$ cat config.mk
export PLATFORM = sky130hd
export DESIGN_NAME = instr_mem_loader_flat
export DESIGN_NICKNAME = d
export VERILOG_FILES = /design/src/rtl/instr_mem_loader_pkg.sv /design/src/rtl/instr_mem_loader_if.sv /design/src/rtl/instr_word_assembler.sv /design/src/rtl/instr_mem_loader.sv /design/src/flat_wrapper.sv
export SDC_FILE = /design/constraint.sdc
export NUM_CORES = 1
export LEC_CHECK = 0
export BUFFER_PORTS_ARGS = -buffer_cell sky130_fd_sc_hd__buf_2
export CAP_MARGIN = 5
export CORE_MARGIN = 3
export CORE_UTILIZATION = 30
export CTS_CLUSTER_DIAMETER = 200
export DETAILED_ROUTE_END_ITERATION = 7
export SYNTH_ARGS = -nofsm -noshare
export SYNTH_HDL_FRONTEND = slang
export SYNTH_SLANG_ARGS = --single-unit
$ cat constraint.sdc
create_clock -name clk -period 2.5 [get_ports clk]
set_input_delay 0.125 -clock clk [delete_from_list [all_inputs] [get_ports clk]]
set_output_delay 0.125 -clock clk [all_outputs]
set_load 0.05 [all_outputs]
$ cat src/rtl/instr_mem_loader_pkg.sv
// Shared types and constants for the boot-time instruction memory loader.
package instr_mem_loader_pkg;

  typedef enum logic [1:0] {
    IDLE,
    RECV,
    WRITE,
    DONE
  } loader_state_t;

  localparam int BYTES_PER_WORD = 4;
  localparam int BYTE_CNT_W     = $clog2(BYTES_PER_WORD);

endpackage

$ cat src/rtl/instr_mem_loader_if.sv
// Host-side request/stream bus and instruction memory write port of the loader.
interface instr_mem_loader_if #(
  parameter int NW_W = 9
);

  logic            load_start;
  logic [NW_W-1:0] num_words;
  logic            byte_valid;
  logic [7:0]      byte_data;
  logic            byte_ready;
  logic            wr_en;
  logic [31:0]     wr_addr;
  logic [31:0]     wr_data;
  logic            cpu_hold;
  logic            done;
  logic            error;

  modport master (
    output load_start, num_words, byte_valid, byte_data,
    input  byte_ready, wr_en, wr_addr, wr_data, cpu_hold, done, error
  );

  modport slave (
    input  load_start, num_words, byte_valid, byte_data,
    output byte_ready, wr_en, wr_addr, wr_data, cpu_hold, done, error
  );

endinterface

$ cat src/rtl/instr_word_assembler.sv
// Packs accepted stream bytes little-endian into a 32-bit word; flags the 4th byte.
module instr_word_assembler
  import instr_mem_loader_pkg::*;
(
  input  logic        clk,
  input  logic        reset,
  input  logic        clear,
  input  logic        take,
  input  logic [7:0]  byte_in,
  output logic        word_full,
  output logic [31:0] word
);

  logic [BYTE_CNT_W-1:0] cnt_q, cnt_d;
  logic [31:0]           word_q, word_d;

  // The counter wraps to zero on the 4th byte, so the next word starts clean.
  assign word_full = take && (cnt_q == BYTE_CNT_W'(BYTES_PER_WORD - 1));
  assign word      = word_q;

  always_comb begin
    // NOTE: every always_comb output gets a default first so no latch is inferred.
    cnt_d  = cnt_q;
    word_d = word_q;
    if (clear) begin
      cnt_d  = '0;
      word_d = '0;
    end else if (take) begin
      word_d[{cnt_q, 3'b000} +: 8] = byte_in;
      cnt_d                        = cnt_q + BYTE_CNT_W'(1);
    end
  end

  // NOTE: sequential state uses non-blocking assignments only.
  always_ff @(posedge clk or posedge reset) begin
    if (reset) begin
      cnt_q  <= '0;
      word_q <= '0;
    end else begin
      cnt_q  <= cnt_d;
      word_q <= word_d;
    end
  end

endmodule

$ cat src/rtl/instr_mem_loader.sv
// Boot-time loader: streams bytes into instruction words, writes them to
// consecutive addresses, and holds the core in reset while loading.
module instr_mem_loader
  import instr_mem_loader_pkg::*;
#(
  parameter int          DEPTH     = 256,
  parameter logic [31:0] BASE_ADDR = 32'h0000_0000
) (
  input  logic               clk,
  input  logic               reset,
  instr_mem_loader_if.slave  bus
);

  localparam int NW_W = $clog2(DEPTH) + 1;

  loader_state_t   state_q, state_d;
  logic [NW_W-1:0] num_words_q, num_words_d;
  logic [NW_W-1:0] index_q, index_d;
  logic [31:0]     wr_addr_q, wr_addr_d;
  logic            byte_ready_q, wr_en_q, cpu_hold_q, done_q;
  logic            error_q, error_d;

  logic        take;
  logic        start_ok;
  logic        word_full;
  logic [31:0] word;

  assign take     = bus.byte_valid && byte_ready_q;
  assign start_ok = (state_q == IDLE) && bus.load_start &&
                    (bus.num_words != '0) && (bus.num_words <= NW_W'(DEPTH));

  instr_word_assembler u_asm (
    .clk       (clk),
    .reset     (reset),
    .clear     (start_ok),
    .take      (take),
    .byte_in   (bus.byte_data),
    .word_full (word_full),
    .word      (word)
  );

  always_comb begin
    state_d     = state_q;
    num_words_d = num_words_q;
    index_d     = index_q;
    error_d     = error_q;
    unique case (state_q)
      IDLE: begin
        if (bus.load_start) begin
          if (bus.num_words == '0) begin
            error_d = 1'b0;
            state_d = DONE;
          end else if (bus.num_words > NW_W'(DEPTH)) begin
            error_d = 1'b1;
          end else begin
            num_words_d = bus.num_words;
            index_d     = '0;
            error_d     = 1'b0;
            state_d     = RECV;
          end
        end
      end
      RECV: begin
        if (word_full) state_d = WRITE;
      end
      WRITE: begin
        index_d = index_q + NW_W'(1);
        state_d = (index_d == num_words_q) ? DONE : RECV;
      end
      DONE: state_d = IDLE;
      default: state_d = IDLE;
    endcase

    // Address is captured on entry to WRITE, while index still names this word.
    wr_addr_d = (state_d == WRITE) ? BASE_ADDR + (32'(index_q) << 2) : wr_addr_q;
  end

  // Outputs are registered from the next state, so none of them depend
  // combinationally on byte_valid.
  // NOTE: the asynchronous reset clears every control and datapath flop here.
  always_ff @(posedge clk or posedge reset) begin
    if (reset) begin
      state_q      <= IDLE;
      num_words_q  <= '0;
      index_q      <= '0;
      error_q      <= 1'b0;
      wr_addr_q    <= BASE_ADDR;
      byte_ready_q <= 1'b0;
      wr_en_q      <= 1'b0;
      cpu_hold_q   <= 1'b0;
      done_q       <= 1'b0;
    end else begin
      state_q      <= state_d;
      num_words_q  <= num_words_d;
      index_q      <= index_d;
      error_q      <= error_d;
      wr_addr_q    <= wr_addr_d;
      byte_ready_q <= (state_d == RECV);
      wr_en_q      <= (state_d == WRITE);
      cpu_hold_q   <= (state_d != IDLE);
      done_q       <= (state_d == DONE);
    end
  end

  assign bus.byte_ready = byte_ready_q;
  assign bus.wr_en      = wr_en_q;
  assign bus.wr_addr    = wr_addr_q;
  assign bus.wr_data    = word;
  assign bus.cpu_hold   = cpu_hold_q;
  assign bus.done       = done_q;
  assign bus.error      = error_q;

endmodule
$ cat src/flat_wrapper.sv
// flat-port wrapper written by rule: the top's interface ports become plain ports
module instr_mem_loader_flat import instr_mem_loader_pkg::*;
#(
  parameter int          DEPTH     = 256,
  parameter logic [31:0] BASE_ADDR = 32'h0000_0000
)
  (clk, reset, bus_load_start, bus_num_words, bus_byte_valid, bus_byte_data, bus_byte_ready, bus_wr_en, bus_wr_addr, bus_wr_data, bus_cpu_hold, bus_done, bus_error);
  instr_mem_loader_if bus_i ();
  input  logic clk;
  input  logic reset;
  input wire logic [$bits(bus_i.load_start)-1:0] bus_load_start;
  input wire logic [$bits(bus_i.num_words)-1:0] bus_num_words;
  input wire logic [$bits(bus_i.byte_valid)-1:0] bus_byte_valid;
  input wire logic [$bits(bus_i.byte_data)-1:0] bus_byte_data;
  output wire logic [$bits(bus_i.byte_ready)-1:0] bus_byte_ready;
  output wire logic [$bits(bus_i.wr_en)-1:0] bus_wr_en;
  output wire logic [$bits(bus_i.wr_addr)-1:0] bus_wr_addr;
  output wire logic [$bits(bus_i.wr_data)-1:0] bus_wr_data;
  output wire logic [$bits(bus_i.cpu_hold)-1:0] bus_cpu_hold;
  output wire logic [$bits(bus_i.done)-1:0] bus_done;
  output wire logic [$bits(bus_i.error)-1:0] bus_error;
  assign bus_i.load_start = bus_load_start;
  assign bus_i.num_words = bus_num_words;
  assign bus_i.byte_valid = bus_byte_valid;
  assign bus_i.byte_data = bus_byte_data;
  assign bus_byte_ready = bus_i.byte_ready;
  assign bus_wr_en = bus_i.wr_en;
  assign bus_wr_addr = bus_i.wr_addr;
  assign bus_wr_data = bus_i.wr_data;
  assign bus_cpu_hold = bus_i.cpu_hold;
  assign bus_done = bus_i.done;
  assign bus_error = bus_i.error;
  instr_mem_loader #(.DEPTH(DEPTH), .BASE_ADDR(BASE_ADDR)) u_core (.clk(clk), .reset(reset), .bus(bus_i));
endmodule
# Word level (Yosys, flattened, before mapping)
# Cells that the tools add are included.
dict set report word_totals {
  register_bits 68
  latch_bits 0
  ram_bits 0
  rom_bits 0
  inputBits 21
  output_inout_bits 69
  memories 0
}
dict set report op_classes {
  n_addsub 3
  n_mul 0
  n_div 0
  n_lt_le_gt_ge 2
  eq_ne 11
  n_shift 2
  muxes 17
  n_bitwise 2
  n_reduce_logical 14
}
# cell count
set op_table {}
lappend op_table {{2-to-1 mux 32 bit} 2}
lappend op_table {{bitwise mux 32 bit} 1}
lappend op_table {{variable shift 8 x 7 -> 32 bit (first input constant)} 1}
lappend op_table {{indexed part select 8 x 7 -> 32 bit} 1}
lappend op_table {{2-to-1 mux 9 bit} 3}
lappend op_table {{one-hot mux 9 bit (2 select lines)} 1}
lappend op_table {{2-to-1 mux 2 bit} 7}
lappend op_table {{== test 2 bit (second input constant)} 5}
lappend op_table {{adder 9 x 1 -> 9 bit (second input constant)} 1}
lappend op_table {{== test 9 bit} 1}
lappend op_table {{greater-than comparator 9 bit (second input constant)} 1}
lappend op_table {{<= comparator 9 bit (second input constant)} 1}
lappend op_table {{zero test 9 bit} 1}
lappend op_table {{nonzero test 9 bit} 1}
lappend op_table {{one-hot mux 2 bit (4 select lines)} 1}
lappend op_table {{AND reduction 4 bit} 2}
lappend op_table {{negator 5 -> 7 bit} 1}
lappend op_table {{!= test 2 bit (second input constant)} 3}
lappend op_table {{nonzero test 2 bit} 3}
lappend op_table {{logical AND 1 bit} 5}
lappend op_table {{== test 2 x 1 -> 1 bit (second input constant)} 2}
lappend op_table {{adder 2 x 1 -> 2 bit (second input constant)} 1}
lappend op_table {{zero test 2 bit} 1}
lappend op_table {{2-to-1 mux 1 bit} 2}
lappend op_table {{2 further kinds} 3}

# Depth between registers and ports, before layout
# Gate-level depths: netlist of run 1.
dict set report depth {
  ltp_word 6
  depth_mapped 10
}

# Hierarchy
# A second synthesis of run 1 with hierarchy kept.
dict set report unflattened {
  hier_cells 324
  area_unflattened_um2 3585.9
}
# mod n_inst cells_per_inst area_per_inst_um2 seq_area_each_um2
set modules_own_cells {}
lappend modules_own_cells {instr_mem_loader 1 200 1925.6 850.8}
lappend modules_own_cells {instr_word_assembler 1 124 1660.3 850.8}

# Least setup slack after synthesis of run 1
# OpenSTA, ideal clock, no wires.
dict set report synth_path {
  kind {flip-flop to flip-flop}
  from {reg u_core.byte_ready_q, in the netlist u_core.bus.byte_ready}
  to {reg u_core.wr_addr_q[10], in the netlist u_core.bus.wr_addr[10]}
  setup_time_ns 0.125
  t_arrival_ns 1.785
  path_slack_ns 0.590
  path_stages_with_launch 6
  path_buffers 2
  synth_period_minus_slack_ns 1.910
  cell_sequence {dfrtp_1 -> nand3_1 -> buf_2 -> nor3b_1 -> buf_4 -> mux2_2}
}
dict set report synth_between {
  elab_chain_len 5
}
# item line
set synth_rtl {}
lappend synth_rtl {{from (decl)} instr_mem_loader.sv:20} ;# logic byte_ready_q, wr_en_q, cpu_hold_q, done_q;
lappend synth_rtl {{from (signal assigned)} instr_mem_loader.sv:98} ;# byte_ready_q <= (state_d == RECV);
lappend synth_rtl {{logical AND 1 bit} instr_mem_loader.sv:28} ;# assign take = bus.byte_valid && byte_ready_q;
lappend synth_rtl {{logical AND 1 bit} instr_word_assembler.sv:18} ;# assign word_full = take && (cnt_q == BYTE_CNT_W'(BYTES_PER_WORD - 1));
lappend synth_rtl {{2-to-1 mux 2 bit} instr_mem_loader.sv:64} ;# if (word_full) state_d = WRITE;
lappend synth_rtl {{one-hot mux 2 bit (4 select lines)} instr_mem_loader.sv:47} ;# unique case (state_q)
lappend synth_rtl {{== test 2 bit} instr_mem_loader.sv:75} ;# wr_addr_d = (state_d == WRITE) ? BASE_ADDR + (32'(index_q) << 2) : wr_addr_q;
lappend synth_rtl {{to (signal assigned)} instr_mem_loader.sv:97} ;# wr_addr_q <= wr_addr_d;
lappend synth_rtl {{to (decl)} instr_mem_loader.sv:19} ;# logic [31:0] wr_addr_q, wr_addr_d;
# Every way passes these cells.
# A chain may end at the register's enable or synchronous reset.

# Worst setup path after layout of run 1
dict set report layout_path {
  from {reg u_core.u_asm.cnt_q[0]}
  to {reg u_core.u_asm.word_q[24], in the netlist u_core.u_asm.word[24]}
}
dict set report layout_between {
  elab_chain_len 5
  word_cells_on_any_way 6
  cone_classes {add/sub (1); shift (2); mux (3)}
}
# item line
set layout_rtl {}
lappend layout_rtl {{from (decl)} instr_word_assembler.sv:14} ;# logic [BYTE_CNT_W-1:0] cnt_q, cnt_d;
lappend layout_rtl {{from (signal assigned)} instr_word_assembler.sv:40} ;# cnt_q <= cnt_d;
lappend layout_rtl {{negator 5 -> 7 bit *} instr_word_assembler.sv:29} ;# word_d[{cnt_q, 3'b000} +: 8] = byte_in;
lappend layout_rtl {{indexed part select 8 x 7 -> 32 bit / variable shift 8 x 7 -> 32 bit (equally long branches)} instr_word_assembler.sv:29}
lappend layout_rtl {{bitwise mux 32 bit *} instr_word_assembler.sv:29}
lappend layout_rtl {{2-to-1 mux 32 bit *} instr_word_assembler.sv:28} ;# end else if (take) begin
lappend layout_rtl {{2-to-1 mux 32 bit *} instr_word_assembler.sv:25} ;# if (clear) begin
lappend layout_rtl {{to (signal assigned)} instr_word_assembler.sv:41} ;# word_q <= word_d;
lappend layout_rtl {{to (decl)} instr_word_assembler.sv:15} ;# logic [31:0] word_q, word_d;
# Mark *: on every way between the ends. The rest lies on a longest branch, timed or not. The select of a mux whose other input is x is not followed.

==> flow_summary.toml, run 1 <==
[synthesis]
synthesis.area_sq_mm = 0.00340
ys_warn_count = 0
yosysTopAreaCellShare = 0.501
ys_seq_elements = 68
yosys-top-cells-area = "dfrtp_1 50%, buf_4 5.7%, mux2_2 5.6%, a22o_1 4.4%, a22oi_1 3.5%"
ys_seq_area_frac = 0.501
synth_top_area_cell = "dfrtp_1"
synth_cells = 296
syn_avg_cell_area_sq_um = 11.5
synth.distinct_cells = 47

[cells_and_area]
final_area_sq_mm = 0.00409
multi_input_area_sq_mm = 0.00148
stdcell_count = 512
antennaDiodeCount = 0
seq_area_sq_mm = 0.00170
mostFrequentLayoutCells = "68 x dfrtp_1, 66 x buf_2, 23 x nor2_1, 23 x conb_1"
drive_above_1_share = 0.325
layout_commonest_cell = "dfrtp_1"
syn_to_final_growth_pct = 20.4
nets = 397
finish.utilization = 0.374
fillers = 1093

[routing]
drtIter0Drc = 133
via_per_inst = 4.80
drcViolationCount = 0
ant_nets = 0
totalWireLength_mm = 7.60
top_layer = "met4"
wirelength_met1_mm = 3.38
wl_met2_mm = 3.58
vias = 2457
routedWlPerCell_um = 14.8
firstDrtPassIters = 4
wl_met3_um = 444

[cts]
cts_resized = 0
cts_buffers = 9
clk-insertion-delay-late_ns = 0.33
cts_root_buffer = "clkbuf_16"
htree_levels = 3
path_clk_slew_ns = 0.06
cts_setup_buffers = 0
cts_sinks = 68
cts_max_path_buffers = 2
ctsHoldBuffers = 1
cts_tree = "done"

[die]
design.die.area_sq_mm = 0.0126
core-area_sq_mm = 0.0109
die_h_um = 112
rows = 38
io_pins = 90
start_util = 0.311
fp.dieW_um = 112

[timing]
max_clock_freq_ghz = 0.502
hold_viol = 0
setup-tns-final_ns = 0
rsz0062_at_grt = "no"
maxSlewViolCount = 0
skew_ns = 0.00624
slew_headroom = 0.565
fin_ws_ns = 0.509
post-route-min-period_ns = 1.99
min_period_over_period = 0.796
worst-slew-pin-transition_ns = 0.650
setup_viol = 0
whs_ns = 0.0395

[outcome]
outcome = "finished clean"

[setup_path]
cpMaxStageDelayCell = "nor4_4"
cp_num_buf_inv = 1
cp.arrival_ns = 2.25
crit_path_start_kind = "flop"
crit_type = "reg -> reg"
cp.required_ns = 2.76
crit_fanout = 8
crit_path_cell_trace = "inv_1 > ha_1 > nor4_4 > a22oi_1 > nor2_1"
max_stage_delay_ns = 0.51
cp-end-kind = "flop"
path_delay_family = "simple AND/OR/NAND/NOR gates"

[pwr]
peakVddDrop_mv = 0.565
p_leak_nw = 2.01
total_power_mw = 5.20
p_per_area_mw_per_mm2 = 1270

[grt]
overflow = 0
grt_max_degree = 27
grt_pass1_vias = 2421
grt_pass1_wl_mm = 12.6
grt_usage = 0.125
antenna_found_initial = 0

[place]
place_ws_ns = 0.366
place_congestion = 0.799
dp_hpwl_mm = 5.82
dp_cells = 495
postPlaceCellArea_sq_mm = 0.00377
port_buffers = 66

[flow_run]
maxCapViolations = 0

[worst_hold_path]
hold_class = "in -> reg"
synth_stat cells (all sizes together):
cell	count
nand3	6
xor2	4
nor4	6
or2	1
nor3	3
a22o	17
nand2b	5
inv	10
conb	1
nand3b	3
o21ai	13
xnor2	8
mux2	18
nor4b	1
a21oi	8
ha	9
nand2	11
maj3	1
and2b	1
buf	34
o22ai	1
a22oi	16
a2111oi	1
dfrtp	68
and2	2
o31ai	6
a31oi	3
a32o	1
o2bb2ai	1
clkbuf	2
and4	1
o2111ai	1
and3	4
nor2	23
mux2i	1
nand4	4
nor3b	1
flip-flops by register name, summed over array words and instances, names as in the netlist:
signal and cells:
u_core.u_asm.word 32, u_core.bus.wr_addr 9, u_core.index_q 9, u_core.num_words_q 9
u_core.state_q 2, u_core.u_asm.cnt_q 2, u_core.bus.byte_ready 1, u_core.bus.cpu_hold 1
u_core.bus.done 1, u_core.bus.error 1, u_core.bus.wr_en 1
cells by family after synthesis:
kind of cell | Yosys count | share of synthesized area
simple gates | 72 | 0.131
compound gates | 68 | 0.147
flops | 68 | 0.501
buf+inv | 46 | 0.0881
mux | 19 | 0.0626
xor+xnor | 12 | 0.0332
fa+ha+maj | 10 | 0.0361
other cells | 1 | 0.00110
report_power, final:
part | leakage (nW) | total [mW] | switching, mW | internal [mW]
logic | 0.964 | 2.16 | 1.50 | 0.652
clock network | 0.144 | 1.25 | 0.457 | 0.796
registers | 0.906 | 1.79 | 0.325 | 1.46
worst min-delay path, stage by stage:
cell and delay [ns]:
buf_2 0.09, nand2_1 0.05, o21ai_0 0.07
path summary, 6_finish.rpt:
kind	end	depth (start not counted)	slack [ns]	from
worst min register to register	u_core.bus.wr_addr[8]	1	0.48	u_core.bus.wr_addr[8]
worst min-delay path	u_core.num_words_q[7]	3	0.04	bus_num_words[7]
max in group asynchronous	u_core.u_asm.word[10]	4	1.43	reset
worst max register to register	u_core.u_asm.word[24]	5	0.51	u_core.u_asm.cnt_q[0]
worst max-delay path	u_core.u_asm.word[24]	5	0.51	u_core.u_asm.cnt_q[0]
min in group asynchronous	u_core.u_asm.word[25]	3	0.37	reset
area by class of cell:
cell class | instances | share of cell area
Clock inverter | 6 | 0.0156
Sequential cell | 68 | 0.416
Tap cell | 140 | 0.0429
Clock buffer | 10 | 0.0585
Timing Repair Buffer | 74 | 0.0961
Inverter | 10 | 0.00918
Multi-Input combinational cell | 204 | 0.361
metal layers:
| layer | GRT usage | up-vias |
|---|---|---|
| met1 | 0.169 | 1190 |
| li1 | - | 1172 |
| met4 | 0.0593 | 0 |
| met3 | 0.0323 | 18 |
| met5 | 0 | - |
| met2 | 0.190 | 77 |
Note: power is estimated with default switching activity, not from simulation.
==> run 2: changes to the inputs <==
--- a/config.mk
+++ b/config.mk
@@ -5,6 +5,7 @@
 export SDC_FILE = /design/constraint.sdc
 export NUM_CORES = 1
 export LEC_CHECK = 0
+export ABC_AREA = 1
 export BUFFER_PORTS_ARGS = -buffer_cell sky130_fd_sc_hd__buf_2
 export CAP_MARGIN = 5
 export CORE_MARGIN = 3
==> constraint.sdc (replaced) <==
create_clock -name clk -period 1.9 [get_ports clk]
set_input_delay 0.095 -clock clk [delete_from_list [all_inputs] [get_ports clk]]
set_output_delay 0.095 -clock clk [all_outputs]
set_load 0.05 [all_outputs]
==> run 2 against run 1 <==
Cell count grew 19%; synthesized area is the same; non-clock buffer count grew 3; cell area grew 2.2%; first-iteration DRC count grew 11%; power grew 30%; critical endpoint is now u_core.u_asm.word[26]; count of clock-buffer cells in the layout grew 2; largest power group unchanged; synthesized cell count grew 31%; global-route usage grew 0.84 points; sequential power grew 22%.
==> flow_summary.toml, run 2 <==
[worst_hold_path]
hold_path.startpoint = "bus_num_words[6]"
hold_class = "in -> reg"

[outcome]
outcome = "finished clean"

[routing]
routedWlPerCell_um = 13.2
top_layer = "met4"
drcViolationCount = 0
via_per_inst = 4.49
vias = 2736
wl_met3_um = 309
firstDrtPassIters = 4
totalWireLength_mm = 8.06
wirelength_met1_mm = 3.99
wl_met2_mm = 3.58
ant_nets = 0
drtIter0Drc = 148

[timing]
hold_viol = 0
rsz0062_at_grt = "no"
max_clock_freq_ghz = 0.567
min_period_over_period = 0.929
fin_ws_ns = 0.135
setup_viol = 0
maxSlewViolCount = 0
post-route-min-period_ns = 1.77
setup-tns-final_ns = 0
skew_ns = 0.00569

[cts]
cts_setup_buffers = 0
cts_root_buffer = "clkbuf_16"
htree_levels = 3
cts_buffers = 9
path_clk_slew_ns = 0.05
cts_tree = "done"
cts_max_path_buffers = 2
clk-insertion-delay-late_ns = 0.33
cts_sinks = 68

[setup_path]
r2r-start = "u_core.u_asm.cnt_q[1]"
crit_path_start_kind = "flop"
crit_path_cell_trace = "inv_1 > ha_1 > buf_4 > nor3_1 > nand2_1 > o31ai_1"
cp.arrival_ns = 1.99
max_stage_delay_ns = 0.40
crit_type = "reg -> reg"
cp-end-kind = "flop"
critPathLaunch = "u_core.u_asm.cnt_q[1]"
cp.required_ns = 2.13
crit_fanout = 7
cpMaxStageDelayCell = "dfrtp_1"

[synthesis]
synth_edf_count = 0
synth.distinct_cells = 33
yosys-top-cells-area = "dfrtp_1 50%, nand2_1 8.2%, inv_1 5.5%, buf_4 5.1%, nand3_1 4.6%"
ys_warn_count = 0
syn_avg_cell_area_sq_um = 8.73
synth_cells = 389
yosysMostFrequentCell = "nand2_1"
synth_top_area_cell = "dfrtp_1"
synthesis.area_sq_mm = 0.00340
synth_commonest_cells = "74 x nand2_1, 68 x dfrtp_1, 50 x inv_1, 31 x nand3_1, 29 x o21ai_0"
ys_seq_area_frac = 0.501
ys.flop_type = "dfrtp_1"
synthArstFlopShare = 1.00
yosysTopAreaCellShare = 0.501
ys_seq_elements = 68

[cells_and_area]
final_area_sq_mm = 0.00418
finish.utilization = 0.382
nets = 497
mostFrequentLayoutCells = "74 x nand2_1, 67 x dfrtp_1, 66 x buf_2"
syn_to_final_growth_pct = 23.0
antennaDiodeCount = 0
drive_above_1_share = 0.245
largest_register_ffs = 32
layout_commonest_cell = "nand2_1"

[pwr]
netSwitchingFraction = 0.450
p_per_area_mw_per_mm2 = 1620
p_clk_frac = 0.239
p_seq_frac = 0.325
p_leak_nw = 2.20
p_sw_mw = 3.04
intPower_mw = 3.72
peakVddDrop_mv = 0.570
p_comb_frac = 0.436
total_power_mw = 6.75

[grt]
grt_max_degree = 69
grt_usage = 0.134
overflow = 0
grt_pass1_wl_mm = 13.3
grt_pass1_vias = 2697
antenna_found_initial = 0

[die]
die_h_um = 112
core-area_sq_mm = 0.0109
start_util = 0.311
design.die.area_sq_mm = 0.0126
rows = 38
io_pins = 90
fp.dieW_um = 112

[place]
postPlaceCellArea_sq_mm = 0.00387
place_congestion = 0.857
place_ws_ns = 0.0138
dp_hpwl_mm = 6.07
port_buffers = 66

[flow_run]
maxCapViolations = 0
run 2: final cells by class:
class / instances / area (sq um)
timing repair buffer: 77 / 440
tap: 140 / 175
sequential: 68 / 1700
inverter: 52 / 195
clock inverter: 2 / 35.0
multi-input combinational: 259 / 1370
fill: 1115 / 6760
clock buffer: 12 / 256
run 2: timing repair:
item | in CTS | in global routing
endpoints found under the setup margin | 0 | 5
endpoints found under the hold margin | 68 | 0
gates resized for setup | 0 | 3
hold buffers | 1 | 0
run 2: kinds of logic after synthesis:
kind of cell    synth area share
flops                      0.501
fa+ha+maj                 0.0332
other cells              0.00110
buf+inv                    0.121
mux                      0.00332
compound gates             0.121
simple gates               0.210
xor+xnor                 0.00921
run 2: worst max-delay path: cells and delay by family, from the launching register on:
| kind | cells | cell delay, ns |
|---|---|---|
| fa+ha+maj | 1 | 0.28 |
| simple gates | 2 | 0.39 |
| buf+inv | 2 | 0.30 |
| flops | 1 | 0.40 |
| compound gates | 1 | 0.29 |
run 2: final timing paths:
check                                   endpoint  slack, ns  cells after the start
max                        u_core.u_asm.word[26]       0.13                      6
min                        u_core.num_words_q[6]       0.02                      2
max reg2reg                u_core.u_asm.word[26]       0.13                      6
min reg2reg                u_core.bus.wr_addr[7]       0.48                      2
max in group asynchronous      u_core.index_q[1]       1.21                      4
min in group asynchronous       u_core.bus.wr_en       0.40                      4
run 2: power groups by stage:
stage	clock network, mW	logic, mW	registers [mW]
floorplan	0	1.16	3.29
global placement	0	2.93	2.19
detailed placement	0	2.95	2.21
CTS	1.66	2.96	2.20
global route	1.74	3.19	2.27
finish	1.62	2.95	2.19
run 2: through the flow:
stage	instances	hold slack, ns
2_1_floorplan	411	0.240
3_3_place_gp	595	0.195
3_5_place_dp	595	0.201
4_1_cts	610	0.00573
5_1_grt	610	0.0204
6_report	610	0.0183
run 2: routing by layer:
layer	GRT usage	vias to the layer above
li1	-	1398
met1	0.185	1262
met2	0.197	62
met3	0.0350	14
met4	0.0609	0
met5	0	-
